==> src/rtl/clken_gen_if.sv <==
// Signal bundle between clken_gen and its environment.
// The lock-loss counter pair exists only when CLKEN_LOCKLOSS_CNT_EN is defined.
interface clken_gen_if #(
  parameter int NUM_CH  = 4,
  parameter int PHASE_W = 5
);
  logic                        lock_in;
  logic [NUM_CH*PHASE_W-1:0]   phase_cfg;
  logic [NUM_CH-1:0]           ch_mask;
  logic                        rst_out;
  logic                        running;
  logic [PHASE_W-1:0]          cycle_cnt;
  logic                        phi2;
  logic [NUM_CH-1:0]           ce;
`ifdef CLKEN_LOCKLOSS_CNT_EN
  logic [7:0]                  lock_loss_cnt;
  logic                        lock_loss_clr;

  modport master (
    output lock_in, phase_cfg, ch_mask, lock_loss_clr,
    input  rst_out, running, cycle_cnt, phi2, ce, lock_loss_cnt
  );
  modport slave (
    input  lock_in, phase_cfg, ch_mask, lock_loss_clr,
    output rst_out, running, cycle_cnt, phi2, ce, lock_loss_cnt
  );
`else
  modport master (
    output lock_in, phase_cfg, ch_mask,
    input  rst_out, running, cycle_cnt, phi2, ce
  );
  modport slave (
    input  lock_in, phase_cfg, ch_mask,
    output rst_out, running, cycle_cnt, phi2, ce
  );
`endif
endinterface

==> src/rtl/clken_gen.sv <==
// Clock-enable and reset sequencer: PLL lock qualification, stretched reset, period counter
// with per-channel enable strobes and phi2. Optional lock-loss counter: CLKEN_LOCKLOSS_CNT_EN.
module clken_gen #(
  parameter int DIV      = 32,
  parameter int NUM_CH   = 4,
  parameter int PHASE_W  = 5,
  parameter int RST_HOLD = 16
) (
  input  logic       clk32,
  input  logic       reset,
  clken_gen_if.slave bus
);

  typedef enum logic [1:0] {ST_WAIT_LOCK = 2'd0, ST_HOLD = 2'd1, ST_RUN = 2'd2} state_t;

  localparam logic [PHASE_W-1:0] LP_CNT_LAST  = PHASE_W'(DIV - 1);
  localparam logic [PHASE_W-1:0] LP_CNT_ONE   = PHASE_W'(1);
  localparam logic [PHASE_W:0]   LP_HALF      = (PHASE_W + 1)'(DIV / 2);
  localparam logic [7:0]         LP_HOLD_LAST = 8'(RST_HOLD - 1);

  state_t                      r_state;
  logic                        r_sync1;
  logic                        r_lock_s;
  logic [7:0]                  r_hold;
  logic [PHASE_W-1:0]          r_cnt;
  logic [NUM_CH*PHASE_W-1:0]   r_sh_phase;
  logic [NUM_CH-1:0]           r_sh_mask;
  logic                        r_rst_out;
  logic                        r_running;
  logic                        r_phi2;
  logic [NUM_CH-1:0]           r_ce;

  state_t                      w_state_nxt;
  logic [7:0]                  w_hold_nxt;
  logic [PHASE_W-1:0]          w_cnt_nxt;
  logic                        w_load;
  logic [NUM_CH*PHASE_W-1:0]   w_phase_nxt;
  logic [NUM_CH-1:0]           w_mask_nxt;
  logic                        w_run_nxt;
  logic [NUM_CH-1:0]           w_ce_nxt;
  logic                        w_phi2_nxt;

  // Lock synchroniser
  always_ff @(posedge clk32 or posedge reset) begin
    if (reset) begin
      r_sync1  <= 1'b0;
      r_lock_s <= 1'b0;
    end else begin
      r_sync1  <= bus.lock_in;
      r_lock_s <= r_sync1;
    end
  end

  // Next state plus next output values; outputs are registered from these so that
  // ce, phi2 and cycle_cnt all change on the same edge.
  always_comb begin
    w_state_nxt = r_state;
    w_hold_nxt  = r_hold;
    w_cnt_nxt   = '0;
    w_load      = 1'b0;
    case (r_state)
      ST_WAIT_LOCK: begin
        if (r_lock_s) begin
          w_state_nxt = ST_HOLD;
          w_hold_nxt  = 8'd0;
        end else begin
          w_state_nxt = ST_WAIT_LOCK;
        end
      end
      ST_HOLD: begin
        if (!r_lock_s) begin
          w_state_nxt = ST_WAIT_LOCK;
        end else if (r_hold == LP_HOLD_LAST) begin
          w_state_nxt = ST_RUN;
          w_load      = 1'b1;
        end else begin
          w_hold_nxt  = r_hold + 8'd1;
        end
      end
      ST_RUN: begin
        if (!r_lock_s) begin
          w_state_nxt = ST_WAIT_LOCK;
        end else if (r_cnt == LP_CNT_LAST) begin
          w_load      = 1'b1;
        end else begin
          w_cnt_nxt   = r_cnt + LP_CNT_ONE;
        end
      end
      default: begin
        w_state_nxt = ST_WAIT_LOCK;
      end
    endcase

    // Shadow config is swapped only at period boundaries (and on entry into RUN).
    if (w_load) begin
      w_phase_nxt = bus.phase_cfg;
      w_mask_nxt  = bus.ch_mask;
    end else begin
      w_phase_nxt = r_sh_phase;
      w_mask_nxt  = r_sh_mask;
    end

    w_run_nxt  = (w_state_nxt == ST_RUN);
    w_phi2_nxt = w_run_nxt && ({1'b0, w_cnt_nxt} >= LP_HALF);
    w_ce_nxt   = '0;
    for (int i = 0; i < NUM_CH; i++) begin
      w_ce_nxt[i] = w_run_nxt && w_mask_nxt[i] &&
                    (w_phase_nxt[i*PHASE_W +: PHASE_W] == w_cnt_nxt);
    end
  end

  // State, counters, shadow config and registered outputs
  always_ff @(posedge clk32 or posedge reset) begin
    if (reset) begin
      r_state    <= ST_WAIT_LOCK;
      r_hold     <= 8'd0;
      r_cnt      <= '0;
      r_sh_phase <= '0;
      r_sh_mask  <= '0;
      r_rst_out  <= 1'b1;
      r_running  <= 1'b0;
      r_phi2     <= 1'b0;
      r_ce       <= '0;
    end else begin
      r_state    <= w_state_nxt;
      r_hold     <= w_hold_nxt;
      r_cnt      <= w_cnt_nxt;
      r_sh_phase <= w_phase_nxt;
      r_sh_mask  <= w_mask_nxt;
      r_rst_out  <= !w_run_nxt;
      r_running  <= w_run_nxt;
      r_phi2     <= w_phi2_nxt;
      r_ce       <= w_ce_nxt;
    end
  end

  assign bus.rst_out   = r_rst_out;
  assign bus.running   = r_running;
  assign bus.cycle_cnt = r_cnt;
  assign bus.phi2      = r_phi2;
  assign bus.ce        = r_ce;

`ifdef CLKEN_LOCKLOSS_CNT_EN
  logic [7:0] r_loss_cnt;
  logic       w_loss;

  // A lock drop is only meaningful once the sequence has left WAIT_LOCK.
  assign w_loss = !r_lock_s && ((r_state == ST_HOLD) || (r_state == ST_RUN));

  // Saturating lock-loss counter, clear wins over increment
  always_ff @(posedge clk32 or posedge reset) begin
    if (reset) begin
      r_loss_cnt <= 8'd0;
    end else if (bus.lock_loss_clr) begin
      r_loss_cnt <= 8'd0;
    end else if (w_loss && (r_loss_cnt != 8'hFF)) begin
      r_loss_cnt <= r_loss_cnt + 8'd1;
    end else begin
      r_loss_cnt <= r_loss_cnt;
    end
  end

  assign bus.lock_loss_cnt = r_loss_cnt;
`endif

endmodule
==> src/flat_wrapper.sv <==
// flat-port wrapper written by rule: the top's interface ports become plain ports
module clken_gen_flat 
#(
  parameter int DIV      = 32,
  parameter int NUM_CH   = 4,
  parameter int PHASE_W  = 5,
  parameter int RST_HOLD = 16
)
  (clk32, reset, bus_lock_in, bus_phase_cfg, bus_ch_mask, bus_rst_out, bus_running, bus_cycle_cnt, bus_phi2, bus_ce);
  clken_gen_if #(.NUM_CH(NUM_CH), .PHASE_W(PHASE_W)) bus_i ();
  input  logic clk32;
  input  logic reset;
  input wire logic [$bits(bus_i.lock_in)-1:0] bus_lock_in;
  input wire logic [$bits(bus_i.phase_cfg)-1:0] bus_phase_cfg;
  input wire logic [$bits(bus_i.ch_mask)-1:0] bus_ch_mask;
  output wire logic [$bits(bus_i.rst_out)-1:0] bus_rst_out;
  output wire logic [$bits(bus_i.running)-1:0] bus_running;
  output wire logic [$bits(bus_i.cycle_cnt)-1:0] bus_cycle_cnt;
  output wire logic [$bits(bus_i.phi2)-1:0] bus_phi2;
  output wire logic [$bits(bus_i.ce)-1:0] bus_ce;
  assign bus_i.lock_in = bus_lock_in;
  assign bus_i.phase_cfg = bus_phase_cfg;
  assign bus_i.ch_mask = bus_ch_mask;
  assign bus_rst_out = bus_i.rst_out;
  assign bus_running = bus_i.running;
  assign bus_cycle_cnt = bus_i.cycle_cnt;
  assign bus_phi2 = bus_i.phi2;
  assign bus_ce = bus_i.ce;
  clken_gen #(.DIV(DIV), .NUM_CH(NUM_CH), .PHASE_W(PHASE_W), .RST_HOLD(RST_HOLD)) u_core (.clk32(clk32), .reset(reset), .bus(bus_i));
endmodule
==> config.mk <==
export PLATFORM = sky130hd
export DESIGN_NAME = clken_gen_flat
export DESIGN_NICKNAME = d
export VERILOG_FILES = /design/src/rtl/clken_gen_if.sv /design/src/rtl/clken_gen.sv /design/src/flat_wrapper.sv
export SDC_FILE = /design/constraint.sdc
export NUM_CORES = 1
export LEC_CHECK = 0
export BUFFER_PORTS_ARGS = -buffer_cell sky130_fd_sc_hd__buf_2
export CAP_MARGIN = 20
export CORE_MARGIN = 5
export CORE_UTILIZATION = 57
export DETAILED_ROUTE_END_ITERATION = 16
export PLACE_DENSITY = 0.86
export SKIP_CTS_REPAIR_TIMING = 1
export SLEW_MARGIN = 0
export SYNTH_ARGS = -nofsm -noshare
export SYNTH_HDL_FRONTEND = slang
export SYNTH_SLANG_ARGS = --single-unit
==> constraint.sdc <==
create_clock -name clk32 -period 3 [get_ports clk32]
set_clock_uncertainty 0.15 [all_clocks]
set_input_delay 0.15 -clock clk32 [delete_from_list [all_inputs] [get_ports clk32]]
set_output_delay 0.15 -clock clk32 [all_outputs]
set_load 0.1 [all_outputs]
# == After elaboration in Yosys (flattened, before gate mapping) ==
# Index checks and enable logic that the tools add are counted.
# classes
n_lt_le_gt_ge,1
n_reduce_logical,13
addsub,2
eq_ne,12
muxes,19
# ops
cell,n
2-to-1 mux 8 bit,3
equality test 5 bit,4
2-to-1 mux 20 bit,1
case mux 8 bit (2 select lines),1
2-to-1 mux 5 bit,3
logical AND 1 bit,9
adder 8 x 1 -> 8 bit (second input constant),1
equality test 8 x 4 -> 1 bit (second input constant),1
2-to-1 mux 2 bit,3
case mux 2 bit (3 select lines),1
adder 5 x 1 -> 5 bit (second input constant),1
equality test 5 bit (second input constant),1
greater-or-equal comparator 5 bit (second input constant),1
2-to-1 mux 1 bit,5
equality test 2 bit (second input constant),2
2-to-1 mux 4 bit,1
inequality test 2 x 1 -> 1 bit (second input constant),2
AND reduction 4 bit,1
equality test 2 x 1 -> 1 bit (second input constant),1
logical NOT 2 bit,1
inequality test 2 bit (second input constant),1
case mux 1 bit (2 select lines),1
nonzero test 2 bit,1
logical NOT 1 bit,1
# word_totals
regBits,48
out_inout_bits,12
in_bits,27
wordCells,58

# == Longest topological paths before layout ==
# Gate-level depths: netlist (run 1).
# logic_depth
depth_word,7
ltp_mapped,11
depth_no_buf,9

# == Worst setup path after synthesis (run 1) ==
# OpenSTA, ideal clock, no wires.
# synth_timing
path_kind,flip-flop to flip-flop
startpoint,"register u_core.r_cnt[0], in the netlist u_core.bus.cycle_cnt[0]"
endpoint,"register u_core.r_ce[1], in the netlist u_core.bus.ce[1]"
n_path_buf,1
t_required_ps,2754
arrival_ps,2832
path_slack_ps,-78
path_stages_with_launch,11
period_less_slack_ps,3078
setup_ps,96
path_cell_list,dfrtp_1 > ha_1 > and3_1 > ha_1 > buf_4 > nand2_1 > o31a_4 > nor2_8 > mux2_2 > xnor2_1 > nor4_2
# synth_via
elab_chain_len,7
word_cells_on_any_way,13
classes_between,add/sub: 1; eq/ne: 2; mux: 8; reduce/logical: 2
# synth_lines
element,line,source
"start, declared",clken_gen.sv:25,logic [PHASE_W-1:0] r_cnt;
"start signal, assigned",clken_gen.sv:127,r_cnt <= w_cnt_nxt;
equality test 5 bit,clken_gen.sv:83,end else if (r_cnt == LP_CNT_LAST) begin
2-to-1 mux 1 bit,clken_gen.sv:83,
2-to-1 mux 1 bit,clken_gen.sv:81,if (!r_lock_s) begin
case mux 1 bit (2 select lines),clken_gen.sv:61,case (r_state)
2-to-1 mux 20 bit,clken_gen.sv:95,if (w_load) begin
via u_core.w_phase_nxt[5],clken_gen.sv:37,logic [NUM_CH*PHASE_W-1:0] w_phase_nxt;
equality test 5 bit,clken_gen.sv:108,(w_phase_nxt[i*PHASE_W +: PHASE_W] == w_cnt_nxt);
logical AND 1 bit,clken_gen.sv:107,w_ce_nxt[i] = w_run_nxt && w_mask_nxt[i] &&
via u_core.w_ce_nxt[1],clken_gen.sv:40,logic [NUM_CH-1:0] w_ce_nxt;
"end signal, assigned",clken_gen.sv:133,r_ce <= w_ce_nxt;
"end, declared",clken_gen.sv:31,logic [NUM_CH-1:0] r_ce;
# The timed path passes the listed nets, and every way through them passes these cells.
# A chain may end at the register's enable or synchronous reset.

# == Worst setup path in the final report (run 1) ==
# layout_timing
startpoint,register u_core.r_hold[5]
endpoint,"register u_core.r_ce[2], in the netlist u_core.bus.ce[2]"
# layout_via
elab_chain_len,7
word_cells_on_any_way,13
classes_between,eq/ne: 3; mux: 8; reduce/logical: 2
# layout_lines
element,line,source
"start, declared",clken_gen.sv:24,logic [7:0] r_hold;
"start signal, assigned",clken_gen.sv:126,r_hold <= w_hold_nxt;
equality test 8 x 4 -> 1 bit,clken_gen.sv:73,end else if (r_hold == LP_HOLD_LAST) begin
2-to-1 mux 1 bit,clken_gen.sv:73,
2-to-1 mux 1 bit,clken_gen.sv:71,if (!r_lock_s) begin
case mux 1 bit (2 select lines),clken_gen.sv:61,
2-to-1 mux 20 bit,clken_gen.sv:95,
via u_core.w_phase_nxt[10],clken_gen.sv:37,
equality test 5 bit,clken_gen.sv:108,
logical AND 1 bit,clken_gen.sv:107,
via u_core.w_ce_nxt[2],clken_gen.sv:40,
# The timed path passes the listed nets, and every way through them passes these cells.

==> results of run 1 <==
path summary, 6_finish.rpt:
check / to / from / cells after the start
setup / recovery: u_core.bus.ce[2] / u_core.r_hold[5] / 6
hold / removal: u_core.r_sh_phase[7] / bus_phase_cfg[7] / 3
setup reg to reg: u_core.bus.ce[2] / u_core.r_hold[5] / 6
hold reg to reg: u_core.r_lock_s / u_core.r_sync1 / 0
max in group asynchronous: u_core.bus.cycle_cnt[1] / reset / 4
min in group asynchronous: u_core.r_sh_phase[7] / reset / 3
layout make-up:
class	instances	area, µm²
multi-input cells	191	1280
flip-flops and latches	48	1200
inverters	12	45.0
clock buffers	7	76.3
repair buffers	65	453
fillers	295	1280
well taps	52	65.1
clock inverters	1	5.00
flip-flops by register name, indices dropped and copies added (netlist names):
register,cells
u_core.r_sh_phase,20
u_core.r_hold,8
u_core.bus.cycle_cnt,5
u_core.bus.ce,4
u_core.r_sh_mask,4
u_core.r_state,2
u_core.bus.phi2,1
u_core.bus.rst_out,1
u_core.bus.running,1
u_core.r_lock_s,1
u_core.r_sync1,1
metal layers:
metal,GRT usage [%],part of all wire (%),vias to the layer above
li1,-,-,1034
met4,10.7,2.8,0
met1,27.5,44,1007
met3,4.75,5.8,15
met2,29.0,47,71
met5,0,0,-
critical path: stages (launching register included):
cell and delay, ns:
sky130_fd_sc_hd__dfrtp_1 0.42, sky130_fd_sc_hd__or4_4 0.61, sky130_fd_sc_hd__o31a_4 0.40, sky130_fd_sc_hd__nor2_8 0.17
sky130_fd_sc_hd__mux2_2 0.38, sky130_fd_sc_hd__xnor2_1 0.13, sky130_fd_sc_hd__nor4_1 0.39
metrics by stage:
step	worst slack [ns]	cell area, µm²	cells	utilization [%]	power [µW]
after floorplan	0.116	2630	263	-	725
after global placement	0.384	2840	348	64.4	755
after CTS	0.264	2920	356	66.2	1130
after detailed placement	0.287	2840	348	64.4	760
final	0.210	3130	376	71.0	1140
after global routing	0.0692	3130	376	71.0	1190
report_power, final:
part,switching [µW],leakage [µW],total [µW],internal (µW)
Sequential,9.56,0.000578,665,656
Combinational,52.3,0.000851,103,50.8
Clock,206,0.0000422,370,164
placed cells by master (no fill, tap or decap), drive strengths merged, types with 2 or more instances in the layout:
master       Yosys  layout
a21bo            2       2
a21oi           18      18
a311o            2       2
and3             6       6
buf              9      46
clkbuf           3       7
dfrtp           47      47
dlygate4sd3      0      19
ha               7       7
inv             12      12
mux2            10      10
nand2           37      37
nand2b           3       3
nand3           23      23
nand4            2       2
nor2            16      16
nor3             2       2
nor4             2       2
o211ai           2       2
o21ai           12      12
o22ai            2       2
o41ai            2       2
or2              2       2
or3              2       2
xnor2           17      17
xor2             8       8
kinds of logic after synthesis:
family | Yosys count
and+or+nand+nor | 101
AOI/OAI and AO/OA | 48
DFF | 48
xor gates and xnor gates | 25
buffers and inverters | 24
muxes | 10
adders and majority gates | 7
==> run_summary.xml, run 1 <==
<?xml version="1.0" encoding="UTF-8"?>
<metrics>
  <group name="run_status">
    <metric name="status" unit="">complete, but fails checks</metric>
    <metric name="violations" unit="">negative hold slack</metric>
  </group>
  <group name="critical_path">
    <metric name="setup.reg_to_reg.worst_slack" unit="ns">0.21</metric>
    <metric name="critPathLaunchType" unit="">flop</metric>
    <metric name="crit_path_max_fanout" unit="">8</metric>
    <metric name="kind_of_end_point_of_the_critical_path" unit="">flop</metric>
    <metric name="cp.arrival" unit="ns">2.80</metric>
    <metric name="critPathKind" unit="">flop to flop</metric>
    <metric name="worst-endpoint-required" unit="ns">3.01</metric>
  </group>
  <group name="logic_synthesis">
    <metric name="postSynthRegisterBits" unit="">48</metric>
    <metric name="synthSimpleGateAreaFrac" unit="%">19.8</metric>
    <metric name="syn-num-nets" unit="">297</metric>
    <metric name="synth_area" unit="µm²">2620</metric>
    <metric name="yosysTopAreaCellShare" unit="%">44.8</metric>
    <metric name="synth_enable_flop_cells" unit="">0</metric>
    <metric name="synth_area_leaders" unit="">sky130_fd_sc_hd__dfrtp_1 45%, sky130_fd_sc_hd__xnor2_1 5.7%, sky130_fd_sc_hd__nand2_1 5.3%</metric>
    <metric name="synth_mux_area_share" unit="%">4.29</metric>
    <metric name="yosys_warnings" unit="">0</metric>
    <metric name="async_reset_ff_share" unit="%">100</metric>
    <metric name="post_synthesis_share_of_cell_area_spent_on_xor_and_xnor_gates" unit="%">8.35</metric>
    <metric name="synth_area_leader_cell" unit="">sky130_fd_sc_hd__dfrtp_1</metric>
    <metric name="syn_area_per_cell" unit="µm²">9.97</metric>
    <metric name="synthAdderAreaFrac" unit="%">3.34</metric>
    <metric name="post_synth_inst_count" unit="">263</metric>
    <metric name="synth_common_cells" unit="">47 x sky130_fd_sc_hd__dfrtp_1, 37 x sky130_fd_sc_hd__nand2_1, 22 x sky130_fd_sc_hd__nand3_1</metric>
    <metric name="combinational_family_with_the_most_area_after_synthesis" unit="">simple AND/OR/NAND/NOR gates</metric>
    <metric name="yosysMostFrequentCell" unit="">sky130_fd_sc_hd__dfrtp_1</metric>
    <metric name="synth_compound_area_share" unit="%">13.1</metric>
    <metric name="dominantRegCellSynth" unit="">sky130_fd_sc_hd__dfrtp_1</metric>
    <metric name="ys_seq_area_share" unit="%">45.8</metric>
    <metric name="library_cells_used_by_synthesis" unit="">47</metric>
  </group>
  <group name="sta">
    <metric name="period_needed" unit="ns">2.79</metric>
    <metric name="clock.fmax" unit="GHz">0.358</metric>
    <metric name="hold_ws" unit="ns">-0.0262</metric>
    <metric name="final_max_slew_viol_count" unit="">0</metric>
    <metric name="min_period_over_period" unit="%">93.0</metric>
    <metric name="finalSetupViolCount" unit="">0</metric>
    <metric name="worst-slew-pin-transition" unit="ns">0.562</metric>
    <metric name="tns_setup" unit="ns">0</metric>
    <metric name="max-slew-margin-rel" unit="%">62.3</metric>
    <metric name="hold_violations" unit="">1</metric>
    <metric name="rsz0062_at_grt" unit="">no</metric>
  </group>
  <group name="global_routing">
    <metric name="grt_antenna_before_repair" unit="">0</metric>
    <metric name="grt_start_max_net_pins" unit="">49</metric>
    <metric name="grt_pass1_vias" unit="">1967</metric>
    <metric name="grt_first_pass_wirelength" unit="µm">9580</metric>
    <metric name="globalRouteOverflowTotal" unit="">0</metric>
    <metric name="grt_use_total" unit="%">20.0</metric>
  </group>
  <group name="finish">
    <metric name="layout_cells_sized_above_1" unit="%">23.5</metric>
    <metric name="final_net_count" unit="">357</metric>
    <metric name="n_antenna_cell" unit="">0</metric>
    <metric name="areaGrowthSynthToFinish" unit="%">19.5</metric>
  </group>
  <group name="clock_tree">
    <metric name="cts.sinks" unit="">48</metric>
    <metric name="clock_tree.htree_level_count" unit="">2</metric>
    <metric name="clock_latency" unit="ns">0.30</metric>
    <metric name="cts_buf_count" unit="">5</metric>
    <metric name="tritoncts_clock_tree" unit="">built</metric>
    <metric name="clkTransAtPathRegs" unit="ns">0.08</metric>
    <metric name="cts_root_buffer" unit="">sky130_fd_sc_hd__clkbuf_8</metric>
    <metric name="cts_buffer_depth" unit="">2</metric>
  </group>
  <group name="routing">
    <metric name="drc" unit="">0</metric>
    <metric name="detail_route.first_pass.iterations" unit="">4</metric>
    <metric name="vias" unit="">2127</metric>
    <metric name="vias_per_cell" unit="">5.66</metric>
    <metric name="finalWirelength" unit="µm">5860</metric>
    <metric name="initial_drc_count" unit="">156</metric>
    <metric name="antenna_violating_nets_post_route" unit="">0</metric>
    <metric name="avgRoutedWirePerCell" unit="µm">15.6</metric>
  </group>
  <group name="power">
    <metric name="power-per-cell-area" unit="nW/µm²">363</metric>
    <metric name="power_leakage" unit="µW">0.00147</metric>
    <metric name="power.ir.vdd_worst" unit="mV">0.253</metric>
  </group>
  <group name="placement">
    <metric name="buffers_added_on_ports" unit="">38</metric>
    <metric name="finalWeightedCongestion" unit="">0.882</metric>
    <metric name="hpwl" unit="µm">4280</metric>
  </group>
  <group name="floorplanning">
    <metric name="io_pins" unit="">39</metric>
    <metric name="die_y_extent" unit="µm">77.8</metric>
    <metric name="dieWidth" unit="µm">77.8</metric>
    <metric name="core_region_area" unit="µm²">4410</metric>
    <metric name="fp.dieArea" unit="µm²">6060</metric>
    <metric name="start_util" unit="%">59.4</metric>
    <metric name="rows" unit="">24</metric>
  </group>
  <group name="hold_path">
    <metric name="timing.hold.worst.class" unit="">primary input to flop</metric>
  </group>
  <group name="flow_run">
    <metric name="cap_violations" unit="">0</metric>
  </group>
</metrics>
(Power assumes the default switching activity.)
==> run 2, diff against run 1 <==
--- a/config.mk
+++ b/config.mk
@@ -5,12 +5,13 @@
 export SDC_FILE = /design/constraint.sdc
 export NUM_CORES = 1
 export LEC_CHECK = 0
+export ABC_AREA = 1
 export BUFFER_PORTS_ARGS = -buffer_cell sky130_fd_sc_hd__buf_2
 export CAP_MARGIN = 20
 export CORE_MARGIN = 5
-export CORE_UTILIZATION = 57
+export CORE_UTILIZATION = 56
 export DETAILED_ROUTE_END_ITERATION = 16
-export PLACE_DENSITY = 0.86
+export PLACE_DENSITY = 0.85
 export SKIP_CTS_REPAIR_TIMING = 1
 export SLEW_MARGIN = 0
 export SYNTH_ARGS = -nofsm -noshare
==> run_summary.xml, run 2 <==
<?xml version="1.0" encoding="UTF-8"?>
<metrics>
  <group name="run_status">
    <metric name="status" unit="">complete, but fails checks</metric>
    <metric name="violations" unit="">negative hold slack</metric>
  </group>
  <group name="logic_synthesis">
    <metric name="synth_area" unit="µm²">2540</metric>
    <metric name="yosysTopAreaCellShare" unit="%">46.2</metric>
    <metric name="synth_area_leader_cell" unit="">sky130_fd_sc_hd__dfrtp_1</metric>
    <metric name="dominantRegCellSynth" unit="">sky130_fd_sc_hd__dfrtp_1</metric>
    <metric name="yosys_warnings" unit="">0</metric>
    <metric name="syn_area_per_cell" unit="µm²">7.53</metric>
    <metric name="yosysMostFrequentCell" unit="">sky130_fd_sc_hd__nand2_1</metric>
    <metric name="post_synth_inst_count" unit="">338</metric>
    <metric name="synth_enable_flop_cells" unit="">0</metric>
    <metric name="synth_area_leaders" unit="">sky130_fd_sc_hd__dfrtp_1 46%, sky130_fd_sc_hd__nand2_1 15%, sky130_fd_sc_hd__nand3_1 9.8%</metric>
    <metric name="postSynthRegisterBits" unit="">48</metric>
    <metric name="library_cells_used_by_synthesis" unit="">29</metric>
    <metric name="ys_seq_area_share" unit="%">47.3</metric>
    <metric name="async_reset_ff_share" unit="%">100</metric>
    <metric name="synth_common_cells" unit="">102 x sky130_fd_sc_hd__nand2_1, 54 x sky130_fd_sc_hd__inv_1, 50 x sky130_fd_sc_hd__nand3_1</metric>
    <metric name="syn-num-nets" unit="">372</metric>
  </group>
  <group name="finish">
    <metric name="fin_cells" unit="">436</metric>
    <metric name="fill_cells" unit="">364</metric>
    <metric name="largest_register_ffs" unit="">20</metric>
    <metric name="final_net_count" unit="">417</metric>
    <metric name="layout_common_cells" unit="">102 x sky130_fd_sc_hd__nand2_1, 53 x sky130_fd_sc_hd__inv_1, 50 x sky130_fd_sc_hd__nand3_1</metric>
    <metric name="n_antenna_cell" unit="">0</metric>
    <metric name="most_common_library_cell_in_the_layout_ignoring_fill_and_taps" unit="">sky130_fd_sc_hd__nand2_1</metric>
    <metric name="areaGrowthSynthToFinish" unit="%">15.8</metric>
    <metric name="regMostFlops" unit="">u_core.r_sh_phase</metric>
    <metric name="layout_cells_sized_above_1" unit="%">15.6</metric>
    <metric name="area_used_by_multi_input_combinational_logic" unit="µm²">1090</metric>
    <metric name="area.sequential" unit="µm²">1200</metric>
  </group>
  <group name="global_routing">
    <metric name="groute.layer.met3.usage" unit="%">4.28</metric>
    <metric name="grt_first_pass_wirelength" unit="µm">10000</metric>
    <metric name="grtUsageMet1" unit="%">27.4</metric>
    <metric name="grt_use_total" unit="%">20.5</metric>
    <metric name="grt_start_max_net_pins" unit="">49</metric>
    <metric name="grt_pass1_vias" unit="">2205</metric>
    <metric name="grt_use_met2" unit="%">33.8</metric>
    <metric name="most_used_routing_layer" unit="">met2</metric>
    <metric name="globalRouteOverflowTotal" unit="">0</metric>
    <metric name="grt_antenna_before_repair" unit="">0</metric>
  </group>
  <group name="critical_path">
    <metric name="kind_of_end_point_of_the_critical_path" unit="">flop</metric>
    <metric name="critPathLaunchType" unit="">flop</metric>
    <metric name="worst-endpoint-required" unit="ns">3.08</metric>
    <metric name="crit_path_max_fanout" unit="">35</metric>
    <metric name="cp.arrival" unit="ns">2.60</metric>
    <metric name="critPathKind" unit="">flop to flop</metric>
  </group>
  <group name="sta">
    <metric name="finalWorstSetupSlack" unit="ns">0.478</metric>
    <metric name="hold_violations" unit="">7</metric>
    <metric name="period_needed" unit="ns">2.52</metric>
    <metric name="finalSetupViolCount" unit="">0</metric>
    <metric name="clock.fmax" unit="GHz">0.397</metric>
    <metric name="rsz0062_at_grt" unit="">no</metric>
    <metric name="tns_setup" unit="ns">0</metric>
    <metric name="max-slew-margin-rel" unit="%">67.0</metric>
    <metric name="final_max_slew_viol_count" unit="">0</metric>
    <metric name="min_period_over_period" unit="%">84.1</metric>
    <metric name="hold_ws" unit="ns">-0.0241</metric>
    <metric name="worst-slew-pin-transition" unit="ns">0.498</metric>
  </group>
  <group name="floorplanning">
    <metric name="fp.dieArea" unit="µm²">5990</metric>
    <metric name="die_y_extent" unit="µm">77.4</metric>
    <metric name="io_pins" unit="">39</metric>
    <metric name="start_util" unit="%">58.0</metric>
    <metric name="rows" unit="">24</metric>
    <metric name="core_region_area" unit="µm²">4380</metric>
    <metric name="dieWidth" unit="µm">77.4</metric>
  </group>
  <group name="power">
    <metric name="seq_power_share" unit="%">54.4</metric>
    <metric name="power.switching_fraction" unit="%">23.1</metric>
    <metric name="power.ir.vdd_worst" unit="mV">0.286</metric>
    <metric name="clock_power_share" unit="%">39.2</metric>
    <metric name="p_int" unit="µW">932</metric>
    <metric name="power-per-cell-area" unit="nW/µm²">411</metric>
    <metric name="power_leakage" unit="µW">0.00166</metric>
    <metric name="power.combinational.fraction" unit="%">6.5</metric>
    <metric name="power.net_switching" unit="µW">279</metric>
  </group>
  <group name="placement">
    <metric name="placed_cells" unit="">422</metric>
    <metric name="placement.setup.worst_slack" unit="ns">0.537</metric>
    <metric name="hpwl" unit="µm">4290</metric>
    <metric name="buffers_added_on_ports" unit="">38</metric>
    <metric name="finalWeightedCongestion" unit="">0.860</metric>
  </group>
  <group name="hold_path">
    <metric name="timing.hold.worst.class" unit="">primary input to flop</metric>
  </group>
  <group name="routing">
    <metric name="antenna_violating_nets_post_route" unit="">0</metric>
    <metric name="drc" unit="">0</metric>
    <metric name="vias" unit="">2318</metric>
    <metric name="initial_drc_count" unit="">152</metric>
    <metric name="detail_route.first_pass.iterations" unit="">5</metric>
    <metric name="vias_per_cell" unit="">5.32</metric>
    <metric name="finalWirelength" unit="µm">5890</metric>
    <metric name="avgRoutedWirePerCell" unit="µm">13.5</metric>
  </group>
  <group name="clock_tree">
    <metric name="cts_buffer_depth" unit="">2</metric>
    <metric name="clkTransAtPathRegs" unit="ns">0.09</metric>
    <metric name="cts.sinks" unit="">48</metric>
    <metric name="cts_buf_count" unit="">5</metric>
    <metric name="tritoncts_clock_tree" unit="">built</metric>
    <metric name="clock_latency" unit="ns">0.30</metric>
    <metric name="cts_root_buffer" unit="">sky130_fd_sc_hd__clkbuf_8</metric>
    <metric name="clock_tree.htree_level_count" unit="">2</metric>
  </group>
  <group name="flow_run">
    <metric name="cap_violations" unit="">0</metric>
  </group>
</metrics>
==> run 2: changes by cell type in the layout (fill, tap and decap cells not counted), sizes merged, moves of 4 or more <==
cell and change:
a21oi -14, nand3 +28, and3 -6, nor3 +4, inv +43, xnor2 -17, buf -6, dlygate4sd3 -14
nor2 +13, nand2 +70, mux2 -10, xor2 -6
==> run 2: cell families (layout without fill, tap and decap cells) <==
| kind of cell | after synthesis | after routing | synth area share, % |
|---|---|---|---|
| buffers and inverters | 63 | 109 | 9.89 |
| DFF | 48 | 48 | 47.3 |
| xor gates and xnor gates | 2 | 2 | 0.689 |
| adders and majority gates | 7 | 7 | 3.44 |
| AOI/OAI and AO/OA | 19 | 19 | 4.38 |
| and+or+nand+nor | 199 | 199 | 34.3 |
==> run 2: final timing paths <==
check / depth (start not counted) / to / slack [ns] / start
setup / recovery: 14 / u_core.bus.ce[2] / 0.48 / u_core.bus.cycle_cnt[0]
hold / removal: 3 / u_core.r_sh_phase[3] / -0.02 / bus_phase_cfg[3]
setup reg to reg: 14 / u_core.bus.ce[2] / 0.48 / u_core.bus.cycle_cnt[0]
hold reg to reg: 0 / u_core.r_lock_s / 0.25 / u_core.r_sync1
max in group asynchronous: 4 / u_core.bus.rst_out / 1.97 / reset
min in group asynchronous: 3 / u_core.r_sh_phase[8] / 0.18 / reset
==> run 2: critical path, cell delays in order, from the launching register on <==
cell,delay [ns]
sky130_fd_sc_hd__dfrtp_1,0.44
sky130_fd_sc_hd__ha_1,0.21
sky130_fd_sc_hd__nand2_1,0.06
sky130_fd_sc_hd__nor2_1,0.10
sky130_fd_sc_hd__ha_1,0.18
sky130_fd_sc_hd__nand2_1,0.09
sky130_fd_sc_hd__nand2_4,0.24
sky130_fd_sc_hd__nand2_4,0.29
sky130_fd_sc_hd__nand2_1,0.17
sky130_fd_sc_hd__nand2_1,0.08
sky130_fd_sc_hd__nand2_1,0.06
sky130_fd_sc_hd__nand2_1,0.05
sky130_fd_sc_hd__nor2_1,0.13
sky130_fd_sc_hd__nand2_1,0.07
sky130_fd_sc_hd__nor2_1,0.12
==> run 2: through the flow <==
| stage | area [µm²] | total power [µW] | utilization (%) |
|---|---|---|---|
| floorplan | 2540 | 711 | - |
| global placement | 2770 | 739 | 63.1 |
| detailed placement | 2770 | 742 | 63.1 |
| CTS | 2880 | 1200 | 65.6 |
| global route | 2950 | 1250 | 67.2 |
| finish | 2950 | 1210 | 67.2 |
==> run 2: cell type report <==
class	instances	share of cell area [%]
Timing Repair Buffer	45	9.09
Sequential cell	48	40.8
Clock buffer	5	2.34
Inverter	56	7.13
Multi-Input combinational cell	227	37.0
Clock inverter	3	1.44
Tap cell	52	2.21
==> run 2: power by group through the flow <==
stage / clock [µW] / combinational [µW] / sequential (µW)
final: 474 / 78.2 / 659
after global placement: 0 / 68.8 / 671
after detailed placement: 0 / 70.0 / 672
after global routing: 504 / 90.1 / 659
after CTS: 474 / 70.6 / 659
after floorplan: 0 / 41.6 / 670
==> run 2: layer usage <==
layer | part of all wire, % | vias to the layer above
met2 | 50 | 79
met3 | 5.5 | 9
met4 | 1.5 | 0
li1 | - | 1144
met1 | 43 | 1086
met5 | 0 | -
